File: config.mk
export PLATFORM = sky130hd
export DESIGN_NAME = cpu_sequencer
export DESIGN_NICKNAME = d
export VERILOG_FILES = /design/src/rtl/cpu_sequencer.sv
export SDC_FILE = /design/constraint.sdc
export NUM_CORES = 1
export LEC_CHECK = 0
export BUFFER_PORTS_ARGS = -buffer_cell sky130_fd_sc_hd__buf_4
export CAP_MARGIN = 10
export CELL_PAD_IN_SITES_DETAIL_PLACEMENT = 0
export CELL_PAD_IN_SITES_GLOBAL_PLACEMENT = 1
export CORE_AREA = 4 4 75 129
export CTS_CLUSTER_DIAMETER = 50
export DETAILED_ROUTE_END_ITERATION = 10
export DIE_AREA = 0 0 79 133
export GPL_TIMING_DRIVEN = 0
export PLACE_DENSITY = 0.89
export SYNTH_ARGS = -nofsm -noshare
export SYNTH_HDL_FRONTEND = slang
export SYNTH_SLANG_ARGS = --single-unit
export TNS_END_PERCENT = 1
File: constraint.sdc
create_clock -name clk -period 6.4 [get_ports clk]
set_input_delay 0.64 -clock clk [delete_from_list [all_inputs] [get_ports clk]]
set_output_delay 0.64 -clock clk [all_outputs]
set_load 0.005 [all_outputs]
File: src/rtl/cpu_sequencer.sv
// cpu_sequencer: multi-cycle stage sequencer with ready wait states, timeout halt, single-step and counters
module cpu_sequencer #(
  parameter int CNT_W   = 32,
  parameter int TIMEOUT = 15,
  parameter bit STEP_EN = 1
) (
  input  logic             clk,
  input  logic             rst,
  input  logic             imem_ready,
  input  logic             dmem_ready,
  input  logic             mem_access,
  input  logic             reg_we,
  input  logic             halt_req,
  input  logic             step_mode,
  input  logic             step_go,
  output logic             if_en,
  output logic             id_en,
  output logic             exe_en,
  output logic             mem_en,
  output logic             wb_en,
  output logic             pc_en,
  output logic [2:0]       state,
  output logic             halted,
  output logic             bus_err,
  output logic [CNT_W-1:0] cycle_cnt,
  output logic [CNT_W-1:0] instret_cnt
);
  localparam int WW = TIMEOUT > 0 ? $clog2(TIMEOUT + 1) : 1;
  localparam logic [WW-1:0] TO_V = WW'(TIMEOUT);
  typedef enum logic [2:0] {
    IDLE = 3'd0, FETCH = 3'd1, DECODE = 3'd2, EXECUTE = 3'd3,
    MEMORY = 3'd4, WRITE = 3'd5, PAUSE = 3'd6, HALT = 3'd7
  } st_e;
  st_e state_q, state_d;
  logic [WW-1:0] wait_q, wait_d;
  logic bus_err_q, bus_err_d;
  logic [CNT_W-1:0] cycle_q, cycle_d, instret_q, instret_d;
  logic ready, stall, timeout;
  always_ff @(posedge clk) begin
    if (rst) begin
      state_q   <= IDLE;
      wait_q    <= '0;
      bus_err_q <= 1'b0;
      cycle_q   <= '0;
      instret_q <= '0;
    end else begin
      state_q   <= state_d;
      wait_q    <= wait_d;
      bus_err_q <= bus_err_d;
      cycle_q   <= cycle_d;
      instret_q <= instret_d;
    end
  end
  always_comb begin
    ready     = state_q == FETCH ? imem_ready : (!mem_access || dmem_ready);
    stall     = (state_q == FETCH || state_q == MEMORY) && !ready;
    timeout   = stall && TIMEOUT != 0 && wait_q == TO_V;
    state_d   = state_q;
    case (state_q)
      IDLE:           state_d = FETCH;
      FETCH:          state_d = ready ? DECODE : timeout ? HALT : FETCH;
      DECODE:         state_d = halt_req ? HALT : EXECUTE;
      EXECUTE:        state_d = MEMORY;
      MEMORY:         state_d = ready ? WRITE : timeout ? HALT : MEMORY;
      WRITE:          state_d = STEP_EN && step_mode ? PAUSE : FETCH;
      PAUSE:          state_d = !STEP_EN || step_go || !step_mode ? FETCH : PAUSE;
      default:        state_d = HALT;
    endcase
    wait_d    = state_d != state_q ? '0 : stall && !(&wait_q) ? wait_q + 1'b1 : wait_q;
    bus_err_d = bus_err_q | timeout;
    cycle_d   = state_q == HALT ? cycle_q : cycle_q + 1'b1;
    instret_d = state_q == WRITE ? instret_q + 1'b1 : instret_q;
  end
  always_comb begin
    if_en  = state_q == FETCH;
    id_en  = state_q == DECODE;
    exe_en = state_q == EXECUTE || state_q == MEMORY || state_q == WRITE;
    mem_en = state_q == MEMORY || state_q == WRITE;
    pc_en  = state_q == WRITE;
    wb_en  = state_q == WRITE && reg_we;
    halted = state_q == HALT;
  end
  assign state       = state_q;
  assign bus_err     = bus_err_q;
  assign cycle_cnt   = cycle_q;
  assign instret_cnt = instret_q;
endmodule

Yosys cells after proc, flatten, opt, wreduce, memory -nomap -nowiden
Index checks and enable logic that the tools add are counted.
W data, S select, Z words.
- flip-flop bits (word level): 72
- input port bits: 9
- word-level logic and storage cells: 44
- add/subtract/negate cells: 3
- equal/unequal tests: 9
- mux-type cells: 9
- bitwise gates (word level): 1
- reductions and logical operators: 17
- operators with widths (cell ; count):
    $add A32 B1 Y32 const B ; 2
    $pmux W3 S7 ; 1
    $mux W3 ; 5
    $eq A3 B3 Y1 const B ; 4
    $eq A3 B2 Y1 const B ; 2
    $logic_or A1 B1 Y1 ; 6
    $add A4 B1 Y4 const B ; 1
    $eq A4 B4 Y1 const B ; 1
    $logic_and A1 B1 Y1 ; 4
    $logic_not A1 Y1 ; 4
    $mux W2 ; 2
    $reduce_and A4 Y1 ; 1
    $eq A3 B1 Y1 const B ; 1
    $logic_not A3 Y1 ; 1
    $ne A3 B3 Y1 ; 1
    $reduce_or A2 Y1 ; 1
    $mux W1 ; 1
    $or A1 B1 Y1 ; 1

Logic depth before layout (Yosys ltp)
- word-level depth: 11
- mapped depth: 8
- depth with buffers taken out: 5

Least setup slack after synthesis
No wires, ideal clock.
- path type: flip-flop to flip-flop
- from: register cycle_q[11] (netlist: cycle_cnt[11])
- to: register cycle_q[23] (netlist: cycle_cnt[23])
- library setup time: 0.121 ns
- arrival time: 1.931 ns
- slack: 4.348 ns
- cell stages (with the launch flop): 7
- clock period less this slack: 2.052 ns
- cells stage by stage: dfxtp_1 nand4_1 or4_1 clkbuf_2 buf_2 nor4_1 mux2_2
- longest elaborated chain between the ends: 1
- ends and longest elaborated chain (what ; RTL line ; RTL):
    start, declared ; 37 ; logic [CNT_W-1:0] cycle_q, cycle_d, instret_q, instret_d;
    start signal, assigned ; 50 ; cycle_q <= cycle_d;
    $add A32 B1 Y32 ; 71 ; cycle_d = state_q == HALT ? cycle_q : cycle_q + 1'b1;
Every way passes these cells.
A chain may end at the register's enable or synchronous reset.

Worst setup path in the final report
- from: register state_q[0] (netlist: state[0])
- to: output port if_en
- longest elaborated chain between the ends: 1
- ends and longest elaborated chain (what ; RTL line ; RTL):
    start, declared ; 34 ; st_e state_q, state_d;
    start signal, assigned ; 47 ; state_q <= state_d;
    $eq A3 B1 Y1 ; 75 ; if_en = state_q == FETCH;
    end, declared ; 16 ; output logic if_en,
Every way passes these cells.

==> results.py <==
metrics = {
    "status": {
        "status": "finished, final reports clean",
    },
    "hold_path": {
        "hp-start": "bus_err",
        "worstHoldEndpoint": "bus_err",
        "hold_class": "reg2reg",
        "min_path_cells": 2,
    },
    "synth": {
        "syn_inst": 436,
        "synth_cell_types": 46,
        "synth_ff_type": "dfxtp_1",
        "yosysMostFrequentCell": "dfxtp_1",
        "yosysTopAreaCell": "dfxtp_1",
        "syn_area_um2": 3654,
        "synth_fp_nets": 448,
        "async_flop_share": 0,
        "synth_edf_count": 0,
        "yosys-top-cells-count": "72 x dfxtp_1, 40 x a21oi_1, 31 x nor2_1, 28 x o31ai_1",
        "synth_top_area_frac": 0.3945,
        "synth.avg_cell_area_um2": 8.380,
        "ys_seq_area_frac": 0.3945,
        "synth_seq_cells": 72,
        "synth.area.top_cells": "dfxtp_1 39%, o31ai_1 5.8%, or4_1 5.5%",
        "ys_warn_count": 0,
    },
    "detailed_routing": {
        "vias": 3664,
        "drtIter0Drc": 121,
        "antenna_left": 0,
        "firstDrtPassIters": 4,
        "viasPerCell": 5.620,
        "wl_per_cell_um": 15.52,
        "wl_um": 10120,
        "drc_errors": 0,
    },
    "timing": {
        "fin_tns_setup_ps": 0,
        "rsz0062_at_grt": "false",
        "finalCriticalPeriod_ps": 2352,
        "fmax_mhz": 425.1,
        "setup_viol": 0,
        "maxSlewHeadroom": 0.5788,
        "final_hold_viol_count": 0,
        "finalCritPeriodShare": 0.3676,
        "drv_slew": 0,
        "worst_slew_pin_slew_ps": 615.9,
        "finClkSkew_ps": 2.787,
    },
    "clocking": {
        "h-tree-depth": 3,
        "cts_resized": 0,
        "post-cts-setup-buffers": 0,
        "cts_sinks": 72,
        "clk_latency_ps": 330,
        "cts_root_buffer": "clkbuf_16",
        "path_clk_slew_ps": 50,
        "numCtsBuffers": 9,
        "tritoncts": "yes",
        "ctsHoldBuffers": 0,
        "clockBufferDepth": 2,
    },
    "critical_path": {
        "worst_r2r_path_depth": 6,
        "r2r_end": "cycle_cnt[25]",
        "worstPathArrival_ps": 1710,
        "timing.rr.start": "cycle_cnt[11]",
        "path_class": "reg2out",
        "startpoint_type": "register",
        "setup.worst_path.end_class": "output pin",
        "cp_max_fo": 10,
        "rrSetupSlack_ps": 4080,
        "worstPathRequired_ps": 5760,
    },
    "die": {
        "die_w_um": 79,
        "rows": 45,
        "die_h_um": 133,
        "die-area_um2": 10510,
        "core_um2": 8671,
        "pin_count": 84,
        "start_util": 0.4214,
    },
    "power": {
        "pwr_density_cell_nw_per_um2": 212.4,
        "ir_worst_vdd_uv": 134.8,
        "p_leak_nw": 1.745,
    },
    "place": {
        "hpwl_um": 7437,
        "place_area_um2": 4423,
        "placement.io_buffers": 83,
        "gp_congestion": 0.8805,
    },
    "global_routing": {
        "gr-total-overflow": 0,
        "antenna_found_initial": 0,
        "grt_pass1_wl_um": 16910,
        "grt_max_degree": 12,
        "grt_pass1_vias": 3676,
        "track_usage": 0.1981,
    },
    "layout": {
        "drive_gt1_frac": 0.2168,
        "nets": 542,
        "antenna_cells": 0,
        "fin_area_um2": 4708,
        "area_growth_pct": 28.87,
    },
    "job": {
        "max_cap_viol_count": 0,
    },
}
-- cells in the final DEF, fill, tap and decap left out, types with 9 or more instances in the layout --
master      n
nand4_1    17
o21ai_0    12
nand3_1    22
nor2b_1    12
or3_1      11
and4_1     10
mux2_2      9
or4_1      27
inv_1      13
clkbuf_16   9
xor2_1     13
o31ai_1    28
buf_4      83
clkbuf_1   18
nor2_1     31
nand2_1    27
a21oi_1    40
dfxtp_1    72
-- state kept, by name (all words and copies together) (netlist names) --
register	cells
wait_q	4
instret_cnt	32
state	3
cycle_cnt	32
bus_err	1
-- per-stage QoR --
step	hold WS (ps)	total power, mW	setup slack (ps)	utilization	std cells
6_report	453.8	1.000	4048	0.5430	652
2_1_floorplan	442.1	0.5066	4348	-	436
4_1_cts	459.5	1.013	4070	0.5430	652
3_5_place_dp	445.0	0.5353	4077	0.5101	636
5_1_grt	486.9	1.040	3875	0.5430	652
3_3_place_gp	437.6	0.5342	4102	0.5101	636
-- cell type report --
cell class                 instances  area [um^2]
inverter                          15        58.81
buffer                            27        121.4
clock inverter                     3        15.01
sequential                        72         1441
clock buffer                      13        270.3
fill                             856         3963
tap                              117        146.4
multi-input combinational        322         2032
timing repair buffer              83        623.1
-- worst max-delay path, stage by stage, from the launching register on --
cell	delay [ps]
dfxtp_1	480
clkbuf_1	330
nor3b_1	390
buf_4	180
-- power breakdown --
part	total [mW]	leakage (nW)	switching [mW]	internal, mW
Sequential	0.459	0.581	0.00668	0.453
Clock	0.474	0.145	0.182	0.292
Combinational	0.0665	1.02	0.0385	0.0280
-- kinds of logic (layout without fill, tap and decap cells) --
logic type,count (synthesis),after routing,synth area share
flip-flops,72,72,0.3945
XOR/XNOR,20,20,0.04795
AO/OA/AOI/OAI,94,94,0.1569
AND/OR/NAND/NOR,193,193,0.3051
multiplexers,12,12,0.03596
buffers and inverters,42,141,0.04931
adder cells (fa/ha/maj),3,3,0.01028
-- how the worst max path moves through the flow --
stage	start	end	slack (ps)
finish	state[0]	if_en	4050
global route	instret_cnt[0]	instret_cnt[22]	3870
CTS	state[0]	if_en	4070
detailed placement	dmem_ready	wait_q[2]	4080
global placement	instret_cnt[0]	instret_cnt[22]	4100
floorplan	cycle_cnt[11]	cycle_cnt[23]	4350
-- metal layers --
metal | vias to the layer above | share of wire | GRT usage
met2 | 97 | 0.53 | 0.3471
met4 | 0 | 0.020 | 0.09273
met3 | 15 | 0.058 | 0.06199
met1 | 1740 | 0.40 | 0.2116
li1 | 1812 | - | -
met5 | - | 0 | 0
Power figures use the tool's default switching activity.
